===== config.mk =====
export PLATFORM = sky130hd
export DESIGN_NAME = vga_timing_gen
export DESIGN_NICKNAME = d
export VERILOG_FILES = /design/src/rtl/vga_pkg.sv /design/src/rtl/vga_delay_line.sv /design/src/rtl/vga_timing_gen.sv
export SDC_FILE = /design/constraint.sdc
export NUM_CORES = 1
export LEC_CHECK = 0
export ABC_CLOCK_PERIOD_IN_PS = 1900
export CAP_MARGIN = 5
export CORE_ASPECT_RATIO = 0.7
export CORE_UTILIZATION = 43
export DETAILED_ROUTE_END_ITERATION = 10
export HOLD_SLACK_MARGIN = 0.15
export PLACE_DENSITY = 0.78
export SLEW_MARGIN = 15
export SYNTH_ARGS = -nofsm -noshare
export SYNTH_HDL_FRONTEND = slang
export SYNTH_HIERARCHICAL = 1
export SYNTH_SLANG_ARGS = --single-unit

===== constraint.sdc =====
create_clock -name pixel_clk -period 1.9 [get_ports pixel_clk]
set_input_delay 0.38 -clock pixel_clk [delete_from_list [all_inputs] [get_ports pixel_clk]]
set_output_delay 0.38 -clock pixel_clk [all_outputs]
set_load 0.02 [all_outputs]

===== src/rtl/vga_pkg.sv =====
// Shared VGA timing types, the 640x480@60 preset and the region-sum helper.
package vga_pkg;

    localparam int unsigned MAX_PIX_LAT = 4;

    typedef struct packed {
        int unsigned h_active;
        int unsigned h_fp;
        int unsigned h_sync;
        int unsigned h_bp;
        int unsigned v_active;
        int unsigned v_fp;
        int unsigned v_sync;
        int unsigned v_bp;
    } vga_timing_t;

    localparam vga_timing_t VGA_640x480_60 = '{
        h_active: 640, h_fp: 16, h_sync: 96, h_bp: 48,
        v_active: 480, v_fp: 10, v_sync: 2,  v_bp: 33
    };

    // Total period of one axis: active + front porch + sync + back porch.
    function automatic int unsigned vga_total(
        input int unsigned active,
        input int unsigned fp,
        input int unsigned sync,
        input int unsigned bp
    );
        return active + fp + sync + bp;
    endfunction

endpackage


===== src/rtl/vga_delay_line.sv =====
// Enable-gated shift register aligning timing decodes with the pixel source latency.
module vga_delay_line #(
    parameter int unsigned WIDTH = 1,
    parameter int unsigned DEPTH = 1
) (
    input  logic             pixel_clk,
    input  logic             reset_n,
    input  logic             enable,
    input  logic [WIDTH-1:0] din,
    output logic [WIDTH-1:0] dout
);

    if (DEPTH == 0) begin : g_wire
        logic unused_ctrl;
        assign unused_ctrl = ^{pixel_clk, reset_n, enable};
        assign dout        = din;
    end else begin : g_pipe
        logic [DEPTH-1:0][WIDTH-1:0] stage_q;

        always_ff @(posedge pixel_clk or negedge reset_n) begin
            if (!reset_n) begin
                stage_q <= '0;
            end else if (enable) begin
                stage_q[0] <= din;
                for (int i = 1; i < int'(DEPTH); i++) begin
                    stage_q[i] <= stage_q[i-1];
                end
            end
        end

        assign dout = stage_q[DEPTH-1];
    end

endmodule


===== src/rtl/vga_timing_gen.sv =====
// VGA raster timing generator: h/v counters, pipelined sync/blank decodes and blank-gated colour.
module vga_timing_gen
    import vga_pkg::*;
#(
    parameter int unsigned H_ACTIVE  = VGA_640x480_60.h_active,
    parameter int unsigned H_FP      = VGA_640x480_60.h_fp,
    parameter int unsigned H_SYNC    = VGA_640x480_60.h_sync,
    parameter int unsigned H_BP      = VGA_640x480_60.h_bp,
    parameter int unsigned V_ACTIVE  = VGA_640x480_60.v_active,
    parameter int unsigned V_FP      = VGA_640x480_60.v_fp,
    parameter int unsigned V_SYNC    = VGA_640x480_60.v_sync,
    parameter int unsigned V_BP      = VGA_640x480_60.v_bp,
    parameter int unsigned HSYNC_POL = 0,
    parameter int unsigned VSYNC_POL = 0,
    parameter int unsigned COLOR_W   = 4,
    parameter int unsigned COORD_W   = 10,
    parameter int unsigned PIX_LAT   = 1
) (
    input  logic                   pixel_clk,
    input  logic                   reset_n,
    input  logic                   enable,
    input  logic [3*COLOR_W-1:0]   rgb_in,
    output logic [COORD_W-1:0]     x_coord,
    output logic [COORD_W-1:0]     y_coord,
    output logic                   line_start,
    output logic                   frame_start,
    output logic                   hsync,
    output logic                   vsync,
    output logic                   drawn,
    output logic [COLOR_W-1:0]     R,
    output logic [COLOR_W-1:0]     G,
    output logic [COLOR_W-1:0]     B
);

    localparam int unsigned H_TOT = vga_total(H_ACTIVE, H_FP, H_SYNC, H_BP);
    localparam int unsigned V_TOT = vga_total(V_ACTIVE, V_FP, V_SYNC, V_BP);

    // Parameter sanity: every region present, latency in range, counters fit.
    if (H_ACTIVE == 0 || H_FP == 0 || H_SYNC == 0 || H_BP == 0 ||
        V_ACTIVE == 0 || V_FP == 0 || V_SYNC == 0 || V_BP == 0) begin : g_bad_region
        $error("vga_timing_gen: zero-width timing region");
    end
    if (PIX_LAT > MAX_PIX_LAT) begin : g_bad_lat
        $error("vga_timing_gen: PIX_LAT out of range 0..4");
    end
    if (longint'(H_TOT) > (longint'(1) << COORD_W) ||
        longint'(V_TOT) > (longint'(1) << COORD_W)) begin : g_bad_coord
        $error("vga_timing_gen: total exceeds coordinate range");
    end

    localparam logic [COORD_W-1:0] H_LAST    = COORD_W'(H_TOT - 1);
    localparam logic [COORD_W-1:0] V_LAST    = COORD_W'(V_TOT - 1);
    localparam logic [COORD_W-1:0] H_ACT_END = COORD_W'(H_ACTIVE);
    localparam logic [COORD_W-1:0] V_ACT_END = COORD_W'(V_ACTIVE);
    localparam logic [COORD_W-1:0] HS_BEG    = COORD_W'(H_ACTIVE + H_FP);
    localparam logic [COORD_W-1:0] HS_END    = COORD_W'(H_ACTIVE + H_FP + H_SYNC);
    localparam logic [COORD_W-1:0] VS_BEG    = COORD_W'(V_ACTIVE + V_FP);
    localparam logic [COORD_W-1:0] VS_END    = COORD_W'(V_ACTIVE + V_FP + V_SYNC);
    localparam logic               HS_ON     = 1'(HSYNC_POL);
    localparam logic               VS_ON     = 1'(VSYNC_POL);

    logic [COORD_W-1:0] h_q;
    logic [COORD_W-1:0] v_q;
    logic [COORD_W-1:0] h_nxt;
    logic [COORD_W-1:0] v_nxt;

    // Raster advance: h wraps every line, v steps on the h wrap.
    always_comb begin
        h_nxt = h_q + COORD_W'(1);
        v_nxt = v_q;
        if (h_q == H_LAST) begin
            h_nxt = '0;
            v_nxt = (v_q == V_LAST) ? '0 : v_q + COORD_W'(1);
        end
    end

    always_ff @(posedge pixel_clk or negedge reset_n) begin
        if (!reset_n) begin
            h_q <= '0;
            v_q <= '0;
        end else if (enable) begin
            h_q <= h_nxt;
            v_q <= v_nxt;
        end
    end

    assign x_coord     = h_q;
    assign y_coord     = v_q;
    assign line_start  = (h_q == '0);
    assign frame_start = (h_q == '0) && (v_q == '0);

    logic act_raw;
    logic hs_raw;
    logic vs_raw;
    logic act_dly;
    logic hs_dly;
    logic vs_dly;

    assign act_raw = (h_q < H_ACT_END) && (v_q < V_ACT_END);
    assign hs_raw  = (h_q >= HS_BEG) && (h_q < HS_END);
    assign vs_raw  = (v_q >= VS_BEG) && (v_q < VS_END);

    vga_delay_line #(
        .WIDTH (3),
        .DEPTH (PIX_LAT)
    ) u_delay (
        .pixel_clk (pixel_clk),
        .reset_n   (reset_n),
        .enable    (enable),
        .din       ({act_raw, hs_raw, vs_raw}),
        .dout      ({act_dly, hs_dly, vs_dly})
    );

    // Final output stage; colour is blanked outside the active window.
    always_ff @(posedge pixel_clk or negedge reset_n) begin
        if (!reset_n) begin
            drawn <= 1'b0;
            hsync <= ~HS_ON;
            vsync <= ~VS_ON;
            R     <= '0;
            G     <= '0;
            B     <= '0;
        end else if (enable) begin
            drawn <= act_dly;
            hsync <= ~(hs_dly ^ HS_ON);
            vsync <= ~(vs_dly ^ VS_ON);
            if (act_dly) begin
                R <= rgb_in[3*COLOR_W-1:2*COLOR_W];
                G <= rgb_in[2*COLOR_W-1:COLOR_W];
                B <= rgb_in[COLOR_W-1:0];
            end else begin
                R <= '0;
                G <= '0;
                B <= '0;
            end
        end
    end

endmodule


==> summary.md, run 1 <==
| Metric | Value |
|---|---|
| Routability cong. | `0.966` |
| Crit path max fanout | `7` |
| Mapped Nets | `210` |
| P per Cell Area | `835 nW/um^2` |
| Synth Register Bits | `38` |
| Ant. Diodes | `0` |
| Async S/R FF share, synth | `100%` |
| Vias/cell | `5.25` |
| Top delay family on crit path | `simple AND/OR/NAND/NOR gates` |
| First-pass GRT wire length | `7910 um` |
| Number of flops mapped to enable cells by yosys | `0` |
| Worst EP required | `2130 ps` |
| Final Skew | `6.44 ps` |
| DR DRC count | `0` |
| Design Power | `between 0.002 and 0.0025 W` |
| Initial antenna violation count | `0` |
| Met3 wire length | `355 um` |
| Share of the synthesized area in the top cell type | `between 40% and 50%` |
| Critical path class | `flip-flop to flip-flop` |
| Final hold violation count | `0` |
| Failing checks | `setup timing` |
| Drt total wl | `4820 um` |
| Clock-pin slew on the worst setup and hold paths | `roughly 80 ps` |
| Final HPWL DP | `between 3000 and 4000 um` |
| Final worst slack | `-23.5 ps` |
| Area leader, netlist | `dfrtp_1` |
| Post-layout net count | `between 200 and 300` |
| Number of max-cap violations | `0` |
| Worst Hold End | `hsync` |
| Min cycle time layout | `1920 ps` |
| Period Utilization, post-route | `101%` |
| Clock sink total | `38` |
| R2R Setup Slk | `-20 ps` |
| Mapped Area | `1870 sq um` |
| Clock Tree Buf Depth | `2` |
| Outcome | `complete, but fails checks` |
| 1st-pass router iterations | `4` |
| Final Hold Slack | `443 ps` |
| Met2 wire len | `2080 um` |
| Core Area | `4040 sq um` |
| Top cells by count, synth | `dfrtp_1, inv_1, o21ai_0` |
| Die X | `between 80 and 90 um` |
| Endpoints failing setup | `1` |
| CTS tree | `yes` |
| CP max stage cell | `or4b_4` |
| Critical Path Sink Type | `flip-flop` |
| Setup crit start kind | `flip-flop` |
| FMAX | `520 MHz` |
| CP Buf/Inv Count | `1` |
| DP Worst Slack | `-165 ps` |
| Leakage | `1.29 nW` |
| Post-synthesis sequential area ratio | `51.1%` |
| Top FF cell, synth | `dfrtp_1` |
| Final slew viol count | `0` |
| Worst vdd ir | `0.696 mV` |
| Die area | `approximately 4600 sq um` |
| Syn-to-layout area delta | `49.7%` |
| CTS buffer count | `5` |
| Crit Reg-Reg Endpoint | `y_coord[9]` |
| ANT nets after route | `0` |
| Wire per inst | `14.6 um` |
| Syn Inst Count | `~190` |
| Syn avg cell area | `just under 10 sq um` |
| GRT Residual Overflow | `0` |
| Slew of the pin with the lowest slew margin | `481 ps` |
| Largest stage delay on the critical path | `520 ps` |
| DR iter-0 viols | `111` |
| Share of post-route cells with drive strength above 1 | `23.0%` |
| CTS Root Cell | `clkbuf_8` |
| All-Layer GR Usage | `23.1%` |
| IO Count | `52` |
| I/O Buffers | `51` |
| Highest metal used | `met4` |
| DIE HEIGHT | `57.1 um` |
| Worst-skew pair later-pin latency | `290 ps` |
| Met1 WL | `between 2000 and 2500 um` |
| Worst reg2reg path startpoint | `x_coord[7]` |
| R2R cell count | `5` |
| Via Count | `about 1.7k` |
| Num rows | `19` |
| RSZ-0062 raised after global routing | `true` |
| Hold WC Path Type | `flip-flop to flip-flop` |
| Worst EP arrival | `approximately 2200 ps` |
| Initial core utilization | `between 40 and 50%` |
| Synth unique cells | `40` |
| Hold Crit Start | `u_delay/dout[1]` |
| Yosys warns | `6` |
| Area contributors post-synth | `dfrtp_1, o21ai_0, nand3_1, inv_1, nand2_1` |
| Crit path cell chain | `buf_4, or4b_4, or4_4, a32o_1, nor2_1` |
| Largest net degree at the start of global routing | `39` |
| H-tree levels | `2` |
| Most common cell in the synthesized netlist | `dfrtp_1` |
| Vias in the first global route | `1,625` |
| Worst rel slew slack | `67.9%` |
| Hold Path Stages | `1` |
where the power goes:
part,internal [W],leakage [nW],switching [W],total [W]
registers,0.000888,0.472,0.0000494,0.000938
logic,0.000356,0.756,0.000377,0.000733
clock network,0.000386,0.0579,0.000279,0.000665
stage by stage:
step	setup TNS (ps)	instances	cell area, sq um	utilization, %
final	-23.5	330	2800	69.2
after global routing	-220	330	2800	69.2
after CTS	-20.2	329	2780	68.8
after detailed placement	-758	320	2660	65.7
after global placement	-601	320	2660	65.7
after floorplan	0	191	1870	-
worst max path at each step:
stage / start / to / slack (ps) / cells after the start
CTS: x_coord[4] / frame_start / -10 / 4
detailed placement: x_coord[4] / frame_start / -170 / 4
floorplan: x_coord[5] / y_coord[9] / 30 / 5
global placement: enable / y_coord[9] / -120 / 5
global route: x_coord[7] / y_coord[9] / -60 / 5
finish: x_coord[7] / y_coord[9] / -20 / 5
cell type report:
type	count	area, sq um
well taps	52	65.1
fillers	313	1250
repair buffers	87	778
flip-flops and latches	38	957
clock inverters	3	40.0
clock buffers	5	68.8
multi-input cells	123	803
inverters	22	82.6
timing repair:
action                                  CTS  global route
setup buffers                             0             1
endpoints found under the setup margin    3             9
pin swaps                                 1             2
gates resized for setup                  10             4
hold buffers                              1             0
hold endpoints to repair                 35             0
metal layers:
metal / vias up / global-route usage (%)
met2: 58 / 32.7
met4: 0 / 6.12
met1: 828 / 35.1
li1: 841 / -
met5: - / 0
met3: 6 / 5.92
sequential cells by signal, summed over array words and instances (netlist names):
name,flops
x_coord,10
y_coord,10
B,4
G,4
R,4
u_delay/dout,3
drawn,1
hsync,1
vsync,1
worst register-to-register path: cells and delay by family (launching register included):
kind,cells,cell delay (ps)
flip-flops,1,390
AO/OA/AOI/OAI,1,220
AND/OR/NAND/NOR,3,1080
buffers and inverters,1,170
cells in the final DEF (no fill, tap or decap), types with 5 or more instances in the layout:
| cell type | netlist | routed |
|---|---|---|
| o21ai_0 | 22 | 21 |
| nor3_1 | 5 | 5 |
| dfrtp_1 | 36 | 33 |
| xnor2_1 | 5 | 5 |
| xor2_1 | 5 | 5 |
| nand2_1 | 15 | 15 |
| nand4_1 | 6 | 6 |
| nand3_1 | 20 | 20 |
| clkdlybuf4s50_1 | 0 | 48 |
| clkbuf_8 | 0 | 5 |
| inv_1 | 22 | 22 |
| buf_4 | 1 | 34 |
logic make-up (layout without fill, tap and decap cells):
group,after synthesis,in the layout,synth area share (%)
adders and majority gates,4,4,2.68
buffers and inverters,30,117,6.64
DFF,38,38,51.1
and+or+nand+nor,72,72,21.9
AOI/OAI and AO/OA,29,29,8.45
xor gates and xnor gates,10,10,4.69
muxes,8,8,4.56
(Power assumes the default switching activity.)
==> run 2: changes to the inputs <==
Settings changed: SETUP_SLACK_MARGIN from default to 0.5.
==> run 2 against run 1 <==
The flow still finishes with violations (setup timing); register-to-register slack lost 40 ps; worst setup slack lost 76 ps; flip-flop and latch count is the same; wire length grew 11%; final cell count grew 1.8%; fmax shrank 3.8%; combinational power grew 23%; sequential share of layout area shrank 2.5 points; final area grew 7.7%; critical path type is now flip-flop to output port; largest cell class unchanged.
==> summary.md, run 2 (synthesis results as in run 1) <==
| Metric | Value |
|---|---|
| All-Layer GR Usage | `24.4% (was 23.1%)` |
| CTS Root Cell | `clkbuf_8 (unchanged)` |
| Endpoints failing setup | `3 (was 1)` |
| Commonest cells after routing, fill and taps aside | `dfrtp_1, buf_4, buf_6, inv_1, nand3_1 (was clkdlybuf4s50_1, buf_4, dfrtp_1, inv_1, o21ai_0)` |
| Leakage | `1.43 nW (was 1.29 nW)` |
| DR iter-0 viols | `148 (was 111)` |
| Sequential Power Share | `37.5% (was 40.1%)` |
| Drt total wl | `5340 um (was 4820 um)` |
| Final core utilization | `74.5% (was 69.2%)` |
| DR DRC count | `0 (unchanged)` |
| H-tree levels | `2 (unchanged)` |
| Hold WC Path Type | `flip-flop to flip-flop (unchanged)` |
| Levels on crit path | `4 (was 5)` |
| Worst EP arrival | `1620 ps (was 2150 ps)` |
| Final Skew | `4.71 ps (was 6.44 ps)` |
| Crit path max fanout | `2 (was 7)` |
| R2R Setup Slk | `-60 ps (was -20 ps)` |
| Critical Path Sink Type | `output port (was flip-flop)` |
| Initial antenna violation count | `0 (unchanged)` |
| 1st-pass router iterations | `4 (unchanged)` |
| Num rows | `19 (unchanged)` |
| CP dominant cell by count | `and4b_2` |
| Ant. Diodes | `0 (unchanged)` |
| Share of post-route cells with drive strength above 1 | `39.1% (was 23.0%)` |
| CP Buf/Inv Count | `1 (unchanged)` |
| R2R cell count | `5 (unchanged)` |
| Min cycle time layout | `2000 ps (was 1920 ps)` |
| Crit path cell chain | `nor4_4, and4b_2, and4b_2, buf_6 (was buf_4, or4b_4, or4_4, a32o_1, nor2_1)` |
| Commonest non-fill, non-tap cell in the layout | `dfrtp_1 (was clkdlybuf4s50_1)` |
| Outcome | `complete, but fails checks (unchanged)` |
| Syn-to-layout area delta | `61.3% (was 49.7%)` |
| Critical path class | `flip-flop to output port (was flip-flop to flip-flop)` |
| GRT Residual Overflow | `0 (unchanged)` |
| CTS tree | `yes (unchanged)` |
| Number of max-cap violations | `0 (unchanged)` |
| Top delay family on crit path | `simple AND/OR/NAND/NOR gates (unchanged)` |
| DIE HEIGHT | `57.1 um (unchanged)` |
| Final HPWL DP | `3580 um (was 3590 um)` |
| Worst reg2reg path startpoint | `x_coord[7] (unchanged)` |
| Largest net degree at the start of global routing | `37 (was 39)` |
| Switch share | `31.8% (was 30.2%)` |
| Final worst slack | `-99.1 ps (was -23.5 ps)` |
| Final hold violation count | `0 (unchanged)` |
| First-pass GRT wire length | `8250 um (was 7910 um)` |
| Vias in the first global route | `1,710 (was 1,625)` |
| Routability cong. | `0.915 (was 0.966)` |
| Cell internal pwr | `0.00172 W (was 0.00163 W)` |
| Setup TNS | `-189 ps (was -23.5 ps)` |
| Slew of the pin with the lowest slew margin | `422 ps (was 481 ps)` |
| Clock sink total | `38 (unchanged)` |
| Worst EP required | `1520 ps (was 2130 ps)` |
| Worst-skew pair later-pin latency | `300 ps (was 290 ps)` |
| Initial core utilization | `46.2% (unchanged)` |
| Number of fill cells in the layout | `290 (was 313)` |
| Largest stage delay on the critical path | `420 ps (was 520 ps)` |
| Wire per inst | `15.9 um (was 14.6 um)` |
| P per Cell Area | `836 nW/um^2 (was 835 nW/um^2)` |
| IO Count | `52 (unchanged)` |
| CP max stage cell | `dfrtp_1 (was or4b_4)` |
| Setup crit start kind | `flip-flop (unchanged)` |
| Worst rel slew slack | `71.8% (was 67.9%)` |
| Core Area | `4040 sq um (unchanged)` |
| Logic pwr share | `35.8% (was 31.4%)` |
| I/O Buffers | `51 (unchanged)` |
| Clock Power Share | `26.7% (was 28.5%)` |
| CTS buffer count | `5 (unchanged)` |
| Die X | `80.8 um (unchanged)` |
| FMAX | `500 MHz (was 520 MHz)` |
| Final Hold Slack | `420 ps (was 443 ps)` |
| Period Utilization, post-route | `105% (was 101%)` |
| ANT nets after route | `0 (unchanged)` |
| Clock-pin slew on the worst setup and hold paths | `70 ps (was 80 ps)` |
| CP startpoint | `x_coord[7] (unchanged)` |
| Worst vdd ir | `0.852 mV (was 0.696 mV)` |
| Vias/cell | `5.34 (was 5.25)` |
| Failing checks | `setup timing (unchanged)` |
| Post-layout net count | `302 (was 296)` |
| Design Power | `0.00252 W (was 0.00234 W)` |
| Via Count | `1,794 (was 1,733)` |
| Crit Reg-Reg Endpoint | `y_coord[9] (unchanged)` |
| Final slew viol count | `0 (unchanged)` |
| Net Switching | `0.000802 W (was 0.000705 W)` |
| Die area | `4610 sq um (unchanged)` |
| Crit path to | `frame_start (was y_coord[9])` |
| RSZ-0062 raised after global routing | `true (unchanged)` |
| Clock Tree Buf Depth | `2 (unchanged)` |
-- run 2: cell types whose count changed in the layout (fill, tap and decap cells not counted), sizes merged --
cell           previous run  this run
dlygate4sd2               0         8
clkdlybuf4s15             0         5
buf                      37        66
clkdlybuf4s50            48        12
-- run 2: power by group through the flow --
stage / combinational (W) / clock [W] / sequential, W
after floorplan: 0.000252 / 0 / 0.00106
after global placement: 0.000708 / 0 / 0.000938
after detailed placement: 0.000716 / 0 / 0.000941
after CTS: 0.000761 / 0.000678 / 0.000932
after global routing: 0.000971 / 0.000719 / 0.000952
final: 0.000902 / 0.000672 / 0.000945
-- run 2: metal layers --
metal	GRT usage, %	routed length (um)	up-vias
met5	0	0	-
met4	8.67	96	0
met3	5.44	326	10
met2	36.3	2500	56
met1	35.2	2410	876
li1	-	-	852
-- run 2: cell type report --
cell class / count / area, sq um / share of cell area, %
tap: 52 / 65.1 / 2.16
multi-input combinational: 123 / 952 / 31.6
clock inverter: 3 / 40.0 / 1.33
timing repair buffer: 93 / 846 / 28.1
clock buffer: 5 / 68.8 / 2.29
sequential: 38 / 957 / 31.8
inverter: 22 / 82.6 / 2.74
-- run 2: worst min-delay path by stage --
stage | cells past startpoint | startpoint | slack [ps] | end
finish | 1 | u_delay/dout[0] | 420 | vsync
global route | 1 | u_delay/dout[1] | 440 | hsync
CTS | 1 | u_delay/dout[1] | 420 | hsync
detailed placement | 1 | reset_n | 340 | G[0]
global placement | 1 | reset_n | 330 | G[0]
floorplan | 0 | reset_n | 80 | B[0]
-- run 2: through the flow --
| stage | area [sq um] | setup slack, ps | instances |
|---|---|---|---|
| after floorplan | 1880 | 37.1 | 191 |
| after global placement | 2660 | -164 | 319 |
| after detailed placement | 2660 | -207 | 319 |
| after CTS | 2820 | -39.5 | 333 |
| after global routing | 3010 | -164 | 336 |
| final | 3010 | -99.1 | 336 |
-- run 2: repair_timing --
| action | in CTS | in global routing |
|---|---|---|
| pin swaps | 3 | 9 |
| hold buffers | 1 | 0 |
| resized for setup | 141 | 55 |
| setup endpoints to repair | 59 | 39 |
| endpoints found under the hold margin | 14 | 0 |
| setup buffers | 5 | 3 |
